### config.mk
export PLATFORM = sky130hd
export DESIGN_NAME = sh_store_rmw_unit
export DESIGN_NICKNAME = d
export VERILOG_FILES = /design/src/rtl/sh_store_rmw_unit.sv
export SDC_FILE = /design/constraint.sdc
export NUM_CORES = 1
export LEC_CHECK = 0
export BUFFER_PORTS_ARGS = -buffer_cell sky130_fd_sc_hd__buf_2
export CELL_PAD_IN_SITES_DETAIL_PLACEMENT = 0
export CELL_PAD_IN_SITES_GLOBAL_PLACEMENT = 2
export CORE_UTILIZATION = 30
export CTS_BUF_LIST = sky130_fd_sc_hd__clkbuf_8
export CTS_CLUSTER_SIZE = 8
export DETAILED_ROUTE_END_ITERATION = 10
export GPL_TIMING_DRIVEN = 0
export HOLD_SLACK_MARGIN = 0.06
export PLACE_DENSITY = 0.74
export SYNTH_ARGS = -nofsm -noshare
export SYNTH_HDL_FRONTEND = slang
export SYNTH_SLANG_ARGS = --single-unit
### constraint.sdc
create_clock -name Clock -period 6.8 [get_ports Clock]
set_clock_uncertainty 0.1 [all_clocks]
set_input_delay 1.7 -clock Clock [delete_from_list [all_inputs] [get_ports Clock]]
set_output_delay 1.7 -clock Clock [all_outputs]
set_load 0.03 [all_outputs]
### src/rtl/sh_store_rmw_unit.sv
// Store-halfword read-modify-write sequencer for a word-wide data RAM without byte enables.
// Reads the target word, merges the halfword into its lane, then writes the word back.
module sh_store_rmw_unit #(
    parameter int AddrBits = 10
) (
    input  logic                  Clock,
    input  logic                  Reset,
    input  logic                  ClockEnable,
    input  logic                  Tick,
    input  logic                  req_valid,
    output logic                  req_ready,
    input  logic [AddrBits+1:0]   req_addr,
    input  logic [15:0]           req_wdata,
    output logic                  busy,
    output logic                  done,
    output logic                  misaligned,
    output logic [AddrBits-1:0]   mem_addr,
    output logic                  mem_rd,
    input  logic [31:0]           mem_rdata,
    output logic                  mem_wr,
    output logic [31:0]           mem_wdata
);

    typedef enum logic [2:0] {
        ST_IDLE = 3'd0,
        ST_ERR  = 3'd1,
        ST_RD   = 3'd2,
        ST_CAP  = 3'd3,
        ST_WR   = 3'd4,
        ST_DONE = 3'd5
    } state_t;

    state_t                state_r;
    state_t                state_s;
    logic                  advance_s;
    logic                  hi_r;
    logic [15:0]           wdata_r;
    logic                  done_r;
    logic                  misaligned_r;
    logic                  mem_rd_r;
    logic                  mem_wr_r;
    logic [AddrBits-1:0]   mem_addr_r;
    logic [31:0]           mem_wdata_r;

    // Little-endian lane insert: hi selects the upper halfword.
    function automatic logic [31:0] merge_half(input logic [31:0] word,
                                               input logic [15:0] half,
                                               input logic        hi);
        merge_half = hi ? {half, word[15:0]} : {word[31:16], half};
    endfunction

    assign advance_s  = ClockEnable & Tick;
    assign req_ready  = (state_r == ST_IDLE);
    assign busy       = (state_r != ST_IDLE);
    assign done       = done_r;
    assign misaligned = misaligned_r;
    assign mem_rd     = mem_rd_r;
    assign mem_wr     = mem_wr_r;
    assign mem_addr   = mem_addr_r;
    assign mem_wdata  = mem_wdata_r;

    // Next-state decode; only consulted on advance edges.
    always_comb begin
        state_s = state_r;
        case (state_r)
            ST_IDLE: begin
                if (req_valid) begin
                    state_s = req_addr[0] ? ST_ERR : ST_RD;
                end else begin
                    state_s = ST_IDLE;
                end
            end
            ST_ERR:  state_s = ST_IDLE;
            ST_RD:   state_s = ST_CAP;
            ST_CAP:  state_s = ST_WR;
            ST_WR:   state_s = ST_DONE;
            ST_DONE: state_s = ST_IDLE;
            default: state_s = ST_IDLE;
        endcase
    end

    // State, request latches and registered outputs; outputs decode the state being entered.
    always_ff @(posedge Clock or posedge Reset) begin
        if (Reset) begin
            state_r      <= ST_IDLE;
            hi_r         <= 1'b0;
            wdata_r      <= 16'h0000;
            done_r       <= 1'b0;
            misaligned_r <= 1'b0;
            mem_rd_r     <= 1'b0;
            mem_wr_r     <= 1'b0;
            mem_addr_r   <= '0;
            mem_wdata_r  <= 32'h0000_0000;
        end else if (advance_s) begin
            state_r      <= state_s;
            done_r       <= (state_s == ST_DONE);
            misaligned_r <= (state_s == ST_ERR);
            mem_rd_r     <= (state_s == ST_RD);
            mem_wr_r     <= (state_s == ST_WR);
            if ((state_r == ST_IDLE) && req_valid) begin
                mem_addr_r <= req_addr[AddrBits+1:2];
                hi_r       <= req_addr[1];
                wdata_r    <= req_wdata;
            end
            // RAM data is valid throughout CAP; the merged word doubles as the read buffer.
            if (state_r == ST_CAP) begin
                mem_wdata_r <= merge_half(mem_rdata, wdata_r, hi_r);
            end
        end
    end

endmodule

# --- Word-level counts from Yosys, hierarchy flattened ---
# Index checks and enable logic that the tools add are counted.
op_classes:
  eq_ne: 7
  n_reduce_logical: 5
  muxes: 4
  n_bitwise: 1
ops:
  columns: ["op", "n"]
  rows:
  - ["2-to-1 mux 32 bit", 1]
  - ["one-hot mux 3 bit (4 select lines)", 1]
  - ["== test 3 x 2 -> 1 bit (second input constant)", 3]
  - ["== test 3 bit (second input constant)", 3]
  - ["2-to-1 mux 2 bit", 2]
  - ["AND reduction 2 bit", 2]
  - ["== test 3 x 1 -> 1 bit (second input constant)", 1]
  - ["zero test 3 bit", 1]
  - ["nonzero test 3 bit", 1]
  - ["AND 1 bit", 1]
  - ["logical AND 1 bit", 1]
totals:
  regBits: 66
  out_inout_bits: 48
  inputBits: 65
  wordCells: 26

# --- Depth between registers and ports, before layout ---
logic_depth:
  depth_word: 4
  depth_mapped: 6
  mapped_depth_nobuf: 3

# --- Worst setup path before layout ---
# OpenSTA, ideal clock, no wires.
synth_path:
  path_type: "register to output"
  start: "reg state_r[2]"
  end: "out req_ready"
  path_stages_with_launch: 5
  path_buffers: 2
  required_ps: 5000
  slack_ps: 3718
  t_arrival_ps: 1282
  path_cell_list: "dfrtp_1 buf_6 or3_1 buf_2 inv_1"
synth_via:
  elab_chain_cells: 1
synth_rtl:
  columns: ["element", "line_no", "source"]
  rows:
  - ["start: declaration", "33", "state_t state_r;"]
  - ["start signal: assignment", "95", "state_r <= state_s;"]
  - ["zero test 3 bit", "53", "assign req_ready = (state_r == ST_IDLE);"]
  - ["end: declaration", "11", "output logic req_ready,"]
# Every way passes these cells.

# --- Worst setup path after layout ---
# Same ends and word-level chain as after synthesis.

==> run metrics <==
crit path buf inv count=4; status=finished, final reports clean; pin count of the biggest net entering global routing=67; CTS Hold Bufs=0; global-route wire length before repair=10.41 mm; Chip Width=102.0 um; post-layout util=40.30%; final WL=6.707 mm; height of the chip=102.0 um; Mapped Area=0.003002 mm^2; Worst setup EP type=output pin; port bufs=112; number of global-route vias before repair=1984; TritonCTS clock tree=yes; CP Launch Type=register; most frequent cells in the layout=buf_2 (116), mux2_2 (71), dfrtp_1 (66); crit-path cells=buf_6, or3_1, buf_2, inv_1, buf_2; clk buf depth=2; Seq/Total Area, Yosys=55.02%; DRC viols=0; Final Setup Violations=0; Final Max Tran Viols=0; Root Driver=clkbuf_8; P&R area growth vs syn=30.64%; worst slew pin tran=832.4 ps; Critical Path RT=5000 ps; pwr dens=483.5 mW/mm^2; MaxCap Viol Count=0; core area=0.009729 mm^2; First DRT Iteration DRCs=29; Final period util=50.40%; Clock Pin Slew Worst Setup and Hold Paths=70 ps; Critical Path Slowest Stage Cell=dfrtp_1; Avg Synthesized Cell Area=15.47 um^2; Cells after Synth=194; Setup CP Type=reg -> out; initial antenna violation count=0; diode count=0; GRT Util Overall=13.74%; crit-path max FO=8; PostCTS Resize Cnt=0; via-per-instance ratio=4.363; Starting Density=30.85%; Tmin final=3428 ps; Crit path top cell by count=buf_2; CP max stage delay=370 ps; achievable frequency=291.8 MHz; RSZ-0062 raised after global routing=no; CTS sink count=66; Min-Delay Path Class=reg -> reg; layout cells sized above 1=71.12%; final antenna-violating net count=0; CP arrival=1630 ps; Final HPWL DP=4.605 mm; Clk Latency, worst-skew pair=330 ps; delay-heaviest family, CP=buffers and inverters; VDD IR max=0.0002081 V; commonest non-fill, non-tap cell in the layout=buf_2; Hold Slack=378.8 ps; GPL Wtd Cong=0.6487; Congestion Overflow GR=0; Max transition margin=44.51%; die area=0.01041 mm^2; Yosys Warn Count=0; leak pwr=0.001953 uW; IO Count=113; total CTS buffers=9; Hold Fails Final Rpt=0; nets=382; Synthesized Nets=259; Routed WL per cell=14.74 um; Row Count=36; final setup TNS=0 ps; # Post-CTS Setup Buffers=0; Netlist cell types=24; Pre-antenna DRT Iters=6; via count=1985; H-Tree Depth=3; Yosys reg bits=66
final cells by class:
| class | count | area, um^2 |
|---|---|---|
| Tap cell | 133 | 166.4 |
| Clock buffer | 12 | 165.2 |
| Multi-Input combinational cell | 114 | 1252 |
| Buffer | 12 | 90.09 |
| Sequential cell | 66 | 1652 |
| Clock inverter | 4 | 25.02 |
| Inverter | 2 | 10.01 |
| Fill cell | 1001 | 5808 |
| Timing Repair Buffer | 112 | 560.5 |
path summary, 6_finish.rpt:
check | start | end | slack (ps) | cells after the start
max | state_r[2] | req_ready | 3370 | 5
min | misaligned | misaligned | 380 | 2
max reg2reg | hi_r | mem_wdata[1] | 4700 | 4
min reg2reg | misaligned | misaligned | 380 | 2
max in group asynchronous | Reset | mem_addr[9] | 4620 | 2
min in group asynchronous | Reset | wdata_r[12] | 1430 | 2
metal layers:
layer	share of wire (%)	up-vias	global-route usage (%)	wire [um]
li1	-	940	-	-
met5	0	-	0	0
met1	46	972	17.62	3068
met4	0.33	0	4.286	22
met2	46	71	20.50	3084
met3	7.9	2	6.498	531
logic make-up after synthesis:
| logic type | after synthesis | share of synthesized area, % |
|---|---|---|
| multiplexers | 91 | 36.64 |
| buffers and inverters | 14 | 3.252 |
| AO/OA/AOI/OAI | 10 | 2.376 |
| AND/OR/NAND/NOR | 13 | 2.710 |
| flip-flops | 66 | 55.02 |
cells in the mapped netlist (all sizes together):
master / count / area [um^2]
a22o: 1 / 8.760
nor3b: 1 / 7.510
a21o: 2 / 15.01
dfrtp: 66 / 1652
mux2: 91 / 1100
o21ai: 2 / 10.01
nor2: 3 / 27.53
a21oi: 1 / 5.000
nand3: 1 / 5.000
a2111oi: 1 / 8.760
a211oi: 1 / 7.510
clkbuf: 5 / 18.77
nand2b: 1 / 6.260
nor3: 1 / 10.01
o31ai: 1 / 7.510
inv: 2 / 7.510
buf: 7 / 71.32
nand2: 5 / 18.77
or3: 1 / 6.260
o22a: 1 / 8.760
worst min-delay path: cells and delay by family, from the launching register on:
kind | cells | cell delay (ps)
compound gates | 1 | 50
simple gates | 1 | 50
flops | 1 | 340
registers in the layout, summed over array words and instances (netlist names):
signal,count
done,1
hi_r,1
mem_addr,10
mem_rd,1
mem_wdata,32
mem_wr,1
misaligned,1
state_r,3
wdata_r,16
per-stage QoR:
step           total power, uW  cell area [um^2]  cells  setup slack [ps]
4_1_cts                   1935              3921    455              3336
3_5_place_dp              1607              3731    439              3326
6_report                  1896              3921    455              3372
5_1_grt                   2028              3921    455              3258
2_1_floorplan             1357              3002    194              3345
3_3_place_gp              1592              3729    439              2355
power by group:
part	leakage (uW)	switching, uW	internal [uW]	total [uW]
logic	0.00103	496	409	905
clock network	0.0000944	150	161	311
registers	0.000825	104	576	680
total	0.00195	750	1150	1900
(Power assumes the default switching activity.)
